### src/rtl/sevseg_scan_ctrl.sv
// Four-digit multiplexed seven-segment scan controller with double-buffered,
// frame-synchronous pattern commit. Define SEVSEG_DIM_EN to add PWM dimming.
module sevseg_scan_ctrl #(
  parameter int SCAN_DIV = 100000,
  parameter int GUARD    = 4,
  parameter int DIV_W    = 17
) (
  input  logic       clk,
  input  logic       rst_n,
  input  logic       wr_valid,
  output logic       wr_ready,
  input  logic [1:0] wr_digit,
  input  logic [7:0] wr_data,
  input  logic       wr_last,
`ifdef SEVSEG_DIM_EN
  input  logic [2:0] brightness,
`endif
  output logic [7:0] seg,
  output logic [3:0] an,
  output logic       frame_done
);

  typedef enum logic {BLANK, ON} phase_t;

  localparam logic [DIV_W-1:0] CNT_MAX = DIV_W'(SCAN_DIV - 1);
  localparam logic [DIV_W-1:0] GUARD_C = DIV_W'(GUARD);

  logic [DIV_W-1:0] cnt, cnt_nxt;
  logic [1:0]       slot;
  logic             pending;
  logic [7:0]       shadow [4];
  logic [7:0]       active [4];
  phase_t           phase, phase_nxt;
  logic             tc, boundary, dim_on;
  logic [7:0]       seg_nxt;
  logic [3:0]       an_nxt;

`ifdef SEVSEG_DIM_EN
  logic [2:0] pwm;

  always_ff @(posedge clk) begin
    if (!rst_n) pwm <= '0;
    else        pwm <= pwm + 3'd1;
  end

  assign dim_on = (pwm <= brightness);
`else
  assign dim_on = 1'b1;
`endif

  assign wr_ready = !pending;

  // NOTE: every signal written here gets a default first so no latch is inferred.
  always_comb begin
    tc        = (cnt == CNT_MAX);
    cnt_nxt   = tc ? '0 : cnt + DIV_W'(1);
    phase_nxt = (cnt_nxt < GUARD_C) ? BLANK : ON;
    boundary  = tc && (slot == 2'd3);
    seg_nxt   = 8'hFF;
    an_nxt    = 4'hF;
    if (phase == ON) begin
      seg_nxt = active[slot];
      if (dim_on) an_nxt = ~(4'b0001 << slot);
    end
  end

  // NOTE: sequential state uses non-blocking assignments so all registers update together.
  always_ff @(posedge clk) begin
    if (!rst_n) phase <= BLANK;
    else        phase <= phase_nxt;
  end

  always_ff @(posedge clk) begin
    if (!rst_n) begin
      cnt        <= '0;
      slot       <= 2'd0;
      pending    <= 1'b0;
      seg        <= 8'hFF;
      an         <= 4'hF;
      frame_done <= 1'b0;
      // NOTE: the pattern buffers are reset because blank must be shown after reset.
      for (int i = 0; i < 4; i++) begin
        shadow[i] <= 8'hFF;
        active[i] <= 8'hFF;
      end
    end else begin
      cnt        <= cnt_nxt;
      seg        <= seg_nxt;
      an         <= an_nxt;
      frame_done <= boundary;
      if (tc) slot <= slot + 2'd1;

      // Commit uses the pre-edge shadow, so a write on the boundary edge waits a frame.
      if (boundary && pending) begin
        for (int i = 0; i < 4; i++) active[i] <= shadow[i];
        pending <= 1'b0;
      end

      if (wr_valid && wr_ready) begin
        shadow[wr_digit] <= wr_data;
        if (wr_last) pending <= 1'b1;
      end
    end
  end

endmodule

### config.mk
export PLATFORM = sky130hd
export DESIGN_NAME = sevseg_scan_ctrl
export DESIGN_NICKNAME = d
export VERILOG_FILES = /design/src/rtl/sevseg_scan_ctrl.sv
export SDC_FILE = /design/constraint.sdc
export NUM_CORES = 1
export LEC_CHECK = 0
export CORE_MARGIN = 3
export CORE_UTILIZATION = 30
export CTS_CLUSTER_DIAMETER = 40
export DETAILED_ROUTE_END_ITERATION = 8
export PLACE_DENSITY_LB_ADDON = 0.08
export REMOVE_ABC_BUFFERS = 1
export SLEW_MARGIN = 0
export SYNTH_ARGS = -nofsm -noshare
export SYNTH_HDL_FRONTEND = slang
export SYNTH_SLANG_ARGS = --single-unit
### constraint.sdc
create_clock -name clk -period 6.8 [get_ports clk]
set_input_delay 1.7 -clock clk [delete_from_list [all_inputs] [get_ports clk]]
set_output_delay 1.7 -clock clk [all_outputs]
set_load 0.02 [all_outputs]
==> results of run 1 <==
-- area by class of cell --
| type | instances | share of cell area [%] |
|---|---|---|
| Clock inverter | 4 | 0.563 |
| Inverter | 7 | 0.538 |
| Clock buffer | 12 | 5.04 |
| Sequential cell | 98 | 53.3 |
| Timing Repair Buffer | 29 | 5.84 |
| Multi-Input combinational cell | 201 | 30.2 |
| Tap cell | 176 | 4.51 |
-- power by group --
group	switching [mW]	total [mW]	internal (mW)	leakage (nW)
clock network	0.221	0.481	0.260	0.137
registers	0.00504	0.648	0.643	0.758
logic	0.0264	0.0428	0.0165	0.507
-- state kept, by name, indices dropped and copies added, names as in the netlist, 2 cells and up --
signal,cells
active,32
slot,2
cnt,17
shadow,32
seg,8
an,4
-- worst max path at each step --
stage	startpoint	end	slack [ns]	cells after the start
CTS	rst_n	shadow[0][4]	2.64	4
global route	rst_n	shadow[0][4]	2.41	4
floorplan	cnt[0]	active[0][0]	2.69	5
detailed placement	rst_n	shadow[0][5]	2.28	4
global placement	rst_n	shadow[0][2]	2.38	4
finish	rst_n	shadow[0][6]	2.74	4
-- metrics by stage --
stage               instance area [µm²]  setup slack [ns]  power (mW)  instances  util, %
floorplan                          4100              2.69       0.681        306        -
global placement                   4610              2.38       0.705        511     34.1
detailed placement                 4610              2.28       0.705        511     34.1
CTS                                4890              2.64        1.18        527     36.2
global route                       4890              2.41        1.22        527     36.2
finish                             4890              2.74        1.17        527     36.2
-- worst register-to-register path: stages, from the launching register on --
cell and delay (ns):
dfxtp_1 0.40, ha_1 0.30, and4_1 0.36, and4_1 0.40
nand2_1 0.16, o21ai_2 0.13, buf_4 0.39
-- synth_stat cells, drive strengths merged, types with 5 or more instances --
cell type and instances:
or2 56, ha 5, clkbuf 6, o21ai 5
and4 5, dfxtp 34, mux4 8, xor2 7
nor2 24, inv 7, nand3 10, nor4 5
buf 12, xnor2 10, edfxtp 64, nand2 13
nand4 6, nand2b 14
-- kinds of logic (layout without fill, tap and decap cells) --
kind of cell | after synthesis | after routing | synth area share (%)
simple gates | 149 | 149 | 21.8
compound gates | 20 | 20 | 3.32
xor+xnor | 17 | 17 | 3.52
flops | 98 | 98 | 61.6
fa+ha+maj | 5 | 5 | 1.48
mux | 10 | 10 | 4.77
buf+inv | 25 | 52 | 3.52
-- layer usage --
| metal | global-route usage (%) | vias to the layer above | part of all wire [%] |
|---|---|---|---|
| met5 | 0 | - | 0 |
| met4 | 5.80 | 0 | 2.0 |
| met3 | 2.10 | 13 | 4.3 |
| met2 | 16.8 | 47 | 45 |
| met1 | 17.1 | 1173 | 49 |
| li1 | - | 1195 | - |
==> results.txt, run 1 <==
Peak VDD IR = 0.117 mV
WHS = 0.474 ns
WL/cell = 16.1 µm
core area = 13500 µm²
sum of negative setup slack = 0 ns
CTS Sinks = 98
worst reg-to-reg path cell count = 6
Crit Path Max Fanout = 16
number of cells produced by synthesis = 324
post-CTS resize count = 0
Post-synth EDFFs = 64
Main synth FF type = edfxtp_1
number of antenna violations at the first check in global routing = 0
CTS clk-pin slew, worst paths = 0.07 ns
clock root cell = clkbuf_16
leak pwr = 1.40 nW
Synth top area share = 45.5%
Die W = 125 µm
post-synth top area cell = edfxtp_1
Post-Syn Area = 4230 µm²
Buffers & Inverters on Critical Path = 1
RR Startpoint = cnt[0]
CTS tree = built
synth warn = 0
grt total ovfl = 0
commonest non-fill, non-tap cells in the layout = edfxtp_1, dfxtp_1, or2_1
clock latency on the worst-skew pair = 0.35 ns
final wirelength = 8490 µm
PwrDens = 240 nW/µm²
layout cells sized above 1 = 16.8%
initial drt markers = 130
io pins = 28
Vias/cell = 4.61
full die area = 15500 µm²
Crit Reg-Reg Endpoint = active[3][6]
Global Route Usage Sum = 11.8%
first-pass GRT wire length = 13900 µm
ys async rst share = 0%
Final Slew Violations = 0
min-delay src = phase
synthesis-to-layout area growth = 15.6%
vias in the first global route = 2427
Final Hold Vio Count = 0
syn avg cell area = 13.0 µm²
Final Net Count = 365
Final ANT Viol Nets = 0
ratio of final minimum period to clock period = 59.7%
crit start category = input port
Rows = 42
hold path endpoint = an[2]
RSZ-0062 raised after global routing = false
post-synth cell types = 48
Post-CTS Setup Bufs = 0
total number of vias = 2428
die height = 125 µm
number of fill cells = 1287
# setup viols final = 0
# H-tree levels = 3
initial core utilization = 31.3%
diode count = 0
Tightest Pin Transition = 0.885 ns
DP HPWL = 5590 µm
Setup CP Type = in2reg
Hold-fix buffers, CTS = 0
Max Fclk = 246 MHz
Sequential cell area = 2600 µm²
min Tclk post-route = 4.06 ns
Top delay family on crit path = simple AND/OR/NAND/NOR gates
drt first pass iters = 4
hold depth = 1
total CTS buffers = 9
CP peak stage delay = 0.86 ns
DRC viols = 0
Clock Skew = 0.00668 ns
Data arrival, critical path = 4.07 ns
Area contributors post-synth = edfxtp_1, dfxtp_1, or2_1, mux4_2, or2_2
Rel. slew slack = 40.9%
Buffers on Ports = 27
largest net degree at the start of global routing = 33
Worst Path Required = 6.81 ns
#FFs+latches synth = 98
CP max-delay cell = clkdlybuf4s50_1
critical path cell sequence = clkdlybuf4s50_1, nand2_1, nor3_1, nand2b_1
Max Cap Viol = 0
multi-input logic area = 1480 µm²
R2R setup slack = 4.28 ns
Worst Hold Class = reg2reg
clock buffer depth = 2
crit end category = register
sequential area share after synthesis = 61.6%
Placer Congestion = 0.775
status = completed
commonest non-fill, non-tap cell in the layout = edfxtp_1
Power figures use the tool's default switching activity.
==> run 2, diff against run 1 <==
- clock period: 6.8 -> 4.2 ns (I/O delays scaled with it)
==> results.txt, run 2 (synthesized netlist as in run 1, its figures left out) <==
vias in the first global route = 2450 (+0.95%)
total number of vias = 2453 (+1.0%)
Buffers on Ports = 27 (unchanged)
clock buffer depth = 2 (unchanged)
Peak VDD IR = 0.193 mV (+64%)
Top Registers = active: 32 flops, shadow: 32 flops, cnt: 17 flops
crit start category = input port
commonest non-fill, non-tap cells in the layout = edfxtp_1, dfxtp_1, or2_1
synthesis-to-layout area growth = 17.4%
DRC viols = 0 (unchanged)
status = completed
clock latency on the worst-skew pair = 0.35 ns (about the same)
# H-tree levels = 3 (unchanged)
final wirelength = 8960 µm (+5.6%)
Buffers & Inverters on Critical Path = 1 (unchanged)
Placer Congestion = 0.715 (-7.8%)
met2 Track Usage GR = 17.4% (+0.57 points)
Crit Reg-Reg Endpoint = active[0][2]
Rows = 42 (unchanged)
Final ANT Viol Nets = 0 (unchanged)
Worst Hold Class = reg2reg
WL/cell = 16.9 µm (+5.0%)
Levels on crit path = 6 (+2)
grt total ovfl = 0 (unchanged)
full die area = 15500 µm² (unchanged)
initial core utilization = 31.3% (unchanged)
core area = 13500 µm² (unchanged)
largest net degree at the start of global routing = 33 (unchanged)
Vias/cell = 4.63 (+0.46%)
layout cells sized above 1 = 18.1% (+1.3 points)
Post-CTS Setup Bufs = 0 (unchanged)
RR Startpoint = cnt[0]
met3 usage = 4.07% (+2.0 points)
Final Hold Vio Count = 0 (unchanged)
Clock Skew = 0.00627 ns (-0.000409 ns)
Tightest Pin Transition = 0.715 ns (-0.169 ns)
DP HPWL = 5990 µm (+7.3%)
Global Route Usage Sum = 12.3% (+0.51 points)
GRT busiest layer = met1
diode count = 0 (unchanged)
leak pwr = 1.44 nW (+2.5%)
Top delay family on crit path = simple AND/OR/NAND/NOR gates
Final Slew Violations = 0 (unchanged)
ratio of final minimum period to clock period = 70.4%
io pins = 28 (unchanged)
RSZ-0062 raised after global routing = false
CTS tree = built
number of antenna violations at the first check in global routing = 1 (+1)
Max Fclk = 338 MHz
crit path to = shadow[2][3]
first-pass GRT wire length = 14400 µm (+3.6%)
Die W = 125 µm (unchanged)
WHS = 0.470 ns (-0.00464 ns)
Hold-fix buffers, CTS = 0 (unchanged)
met1 Usage GRT = 17.6% (+0.49 points)
Data arrival, critical path = 2.95 ns (-1.12 ns)
CP peak stage delay = 0.47 ns (-0.39 ns)
sum of negative setup slack = 0 ns (unchanged)
number of fill cells = 1300 (+1.0%)
R2R setup slack = 1.30 ns (-2.98 ns)
most numerous cell on the critical path = nand2_1
# setup viols final = 0 (unchanged)
drt first pass iters = 4 (unchanged)
CTS Sinks = 98 (unchanged)
Rel. slew slack = 52.3% (+11 points)
PwrDens = 409 nW/µm² (+71%)
die height = 125 µm (unchanged)
CP max-delay cell = clkdlybuf4s50_1
critical path cell sequence = clkdlybuf4s50_1, nor2b_1, nand2_1, nor2_1, nand2_1, nand2_1
hold depth = 1 (unchanged)
Max Cap Viol = 0 (unchanged)
post-CTS resize count = 0 (unchanged)
CTS clk-pin slew, worst paths = 0.07 ns (about the same)
Setup CP Type = in2reg
Crit Path Max Fanout = 11 (-5)
initial drt markers = 151 (+16%)
total CTS buffers = 9 (unchanged)
clock root cell = clkbuf_16
crit path from = wr_valid
Worst Path Required = 4.20 ns (-2.61 ns)
worst reg-to-reg path cell count = 6 (unchanged)
min Tclk post-route = 2.96 ns
crit end category = register
commonest non-fill, non-tap cell in the layout = edfxtp_1
Final Net Count = 368 (+0.82%)
run 2: cell types whose count changed in the layout (fill, tap and decap cells not counted), sizes merged:
cell      previous run  this run
inv                  9        10
clkbuf              12         9
clkinv               2         1
bufinv               0         2
clkinvlp             0         1
buf                  2         5
run 2: stage by stage:
step / total power [mW] / cell area (µm²) / setup WS, ns / instances / util (%)
after global routing: 2.10 / 4960 / 0.971 / 530 / 36.7
final: 2.03 / 4960 / 1.24 / 530 / 36.7
after floorplan: 1.10 / 4100 / 0.0900 / 306 / -
after CTS: 2.06 / 4960 / 1.12 / 530 / 36.7
after global placement: 1.14 / 4630 / 0.806 / 514 / 34.3
after detailed placement: 1.14 / 4630 / 0.745 / 514 / 34.3
run 2: worst min path at each step:
stage | start | to
3_3_place_gp | phase | an[1]
6_report | phase | an[2]
4_1_cts | phase | an[0]
5_1_grt | phase | an[1]
2_1_floorplan | phase | an[1]
3_5_place_dp | phase | an[0]
run 2: report_power, final:
group	leakage, nW	internal [mW]	switching (mW)
Clock	0.157	0.528	0.381
Sequential	0.758	1.04	0.00821
Combinational	0.522	0.0275	0.0436
run 2: final cells by class:
cell class              count  area [µm²]  share of cell area [%]
inverters                   7        26.3                   0.530
repair buffers             32         308                    6.21
well taps                 176         220                    4.44
flip-flops and latches     98        2600                    52.5
clock inverters             7        98.8                    1.99
clock buffers               9         225                    4.54
multi-input cells         201        1480                    29.8
run 2: routing by layer:
| metal | wire, µm | vias to the layer above | part of all wire, % |
|---|---|---|---|
| li1 | - | 1194 | - |
| met1 | 4510 | 1199 | 50 |
| met2 | 3890 | 53 | 43 |
| met3 | 444 | 7 | 5.0 |
| met4 | 110 | 0 | 1.2 |
| met5 | 0 | - | 0 |
==> run 3, diff against run 2 <==
- clock period: 4.2 -> 2.9 ns (I/O delays scaled with it)
==> results.txt, run 3 (synthesized netlist as in run 1, its figures left out) <==
Rel. slew slack = 66.7% (+14 points)
die height = 125 µm (unchanged)
total CTS buffers = 9 (unchanged)
Worst Path Required = 2.99 ns (-1.21 ns)
# setup viols final = 0 (unchanged)
drt first pass iters = 4 (unchanged)
commonest non-fill, non-tap cell in the layout = edfxtp_1
clock latency on the worst-skew pair = 0.34 ns (about the same)
final wirelength = 8430 µm (-5.9%)
Post-CTS Setup Bufs = 0 (unchanged)
Top Registers = active: 32 flops, shadow: 32 flops, cnt: 17 flops
DRC viols = 0 (unchanged)
WHS = 0.458 ns (-0.0114 ns)
Final Slew Violations = 0 (unchanged)
leak pwr = 1.46 nW (+1.8%)
Buffers on Ports = 27 (unchanged)
DP HPWL = 5810 µm (-3.0%)
first-pass GRT wire length = 13400 µm (-7.0%)
synthesis-to-layout area growth = 18.2%
initial core utilization = 31.3% (unchanged)
status = completed
Peak VDD IR = 0.229 mV (+19%)
vias in the first global route = 2310 (-5.7%)
Final Net Count = 375 (+1.9%)
Hold-fix buffers, CTS = 0 (unchanged)
Die W = 125 µm (unchanged)
PwrDens = 566 nW/µm² (+38%)
CTS clk-pin slew, worst paths = 0.07 ns (about the same)
clock root cell = clkbuf_16
number of antenna violations at the first check in global routing = 0 (-1)
Clock Skew = 0.00980 ns (+0.00353 ns)
CTS Sinks = 98 (unchanged)
ratio of final minimum period to clock period = 83.8%
CP max-delay cell = or2_2
io pins = 28 (unchanged)
Max Cap Viol = 0 (unchanged)
Placer Congestion = 0.760 (+6.3%)
core area = 13500 µm² (unchanged)
crit start category = register
critical path cell sequence = ha_1, and4_1, and4_1, nand4_4, or2_2
clock buffer depth = 2 (unchanged)
diode count = 0 (unchanged)
grt total ovfl = 0 (unchanged)
number of fill cells = 1312 (+0.92%)
Tightest Pin Transition = 0.498 ns (-0.217 ns)
# H-tree levels = 3 (unchanged)
layout cells sized above 1 = 19.1% (+1.0 points)
Final Hold Vio Count = 0 (unchanged)
min Tclk post-route = 2.43 ns
commonest non-fill, non-tap cells in the layout = edfxtp_1, dfxtp_1, or2_1
Data arrival, critical path = 2.52 ns (-0.43 ns)
total number of vias = 2408 (-1.8%)
WL/cell = 15.7 µm (-7.1%)
initial drt markers = 183 (+21%)
Vias/cell = 4.48 (-3.1%)
RSZ-0062 raised after global routing = false
Global Route Usage Sum = 11.4% (-0.85 points)
largest net degree at the start of global routing = 33 (unchanged)
Placed Area = 4700 µm² (+1.4%)
Max Fclk = 412 MHz
Rows = 42 (unchanged)
Crit Path Max Fanout = 32 (+21)
Final ANT Viol Nets = 0 (unchanged)
CP peak stage delay = 0.40 ns (-0.07 ns)
crit end category = register
CTS tree = built
most numerous cell on the critical path = and4_1
Setup CP Type = reg2reg
Worst Hold Class = reg2reg
Finished Cell Area = 4990 µm² (+0.71%)
post-CTS resize count = 0 (unchanged)
full die area = 15500 µm² (unchanged)
-- run 3: changes by cell type in the layout (fill, tap and decap cells not counted), sizes merged --
cell and change:
clkbuf +2, clkinvlp -1, buf +7, bufinv -1
inv -1, clkinv +1
-- run 3: cell type report --
type	count	area [µm²]	area share [%]
multi-input combinational	201	1480	29.6
timing repair buffer	39	373	7.47
clock buffer	11	233	4.66
tap	176	220	4.41
clock inverter	5	61.3	1.23
inverter	7	26.3	0.526
sequential	98	2600	52.1
-- run 3: final timing paths --
path | startpoint | endpoint | slack (ns) | cells after the start
setup / recovery | cnt[0] | active[3][0] | 0.47 | 5
hold / removal | phase | an[2] | 0.46 | 1
setup reg to reg | cnt[0] | active[3][0] | 0.47 | 5
hold reg to reg | phase | an[2] | 0.46 | 1
-- run 3: critical path: cells and delay by family, from the launching register on --
family / cells / cell delay (ns)
adders and majority gates: 1 / 0.28
and+or+nand+nor: 4 / 1.51
DFF: 1 / 0.38
-- run 3: through the flow --
stage          setup TNS, ns  cells  utilization (%)  total power [mW]  worst slack (ns)
2_1_floorplan         -38.72    306                -              1.60             -1.21
5_1_grt                    0    537             37.0              2.92             0.286
3_3_place_gp               0    521             34.8              1.67             0.233
4_1_cts                    0    537             37.0              2.87             0.418
3_5_place_dp               0    521             34.8              1.66             0.198
6_report                   0    537             37.0              2.83             0.471
-- run 3: layer usage --
layer  GRT usage, %  vias to the layer above  routed length, µm
met5              0                        -                  0
met4           5.42                        0                176
met3           2.19                       11                232
met2           15.9                       32               3670
met1           16.9                     1146               4360
li1               -                     1219                  -
-- run 3: report_power, final --
group | total [mW] | switching (mW) | internal (mW)
registers | 1.52 | 0.0114 | 1.51
clock network | 1.20 | 0.521 | 0.676
logic | 0.112 | 0.0638 | 0.0477
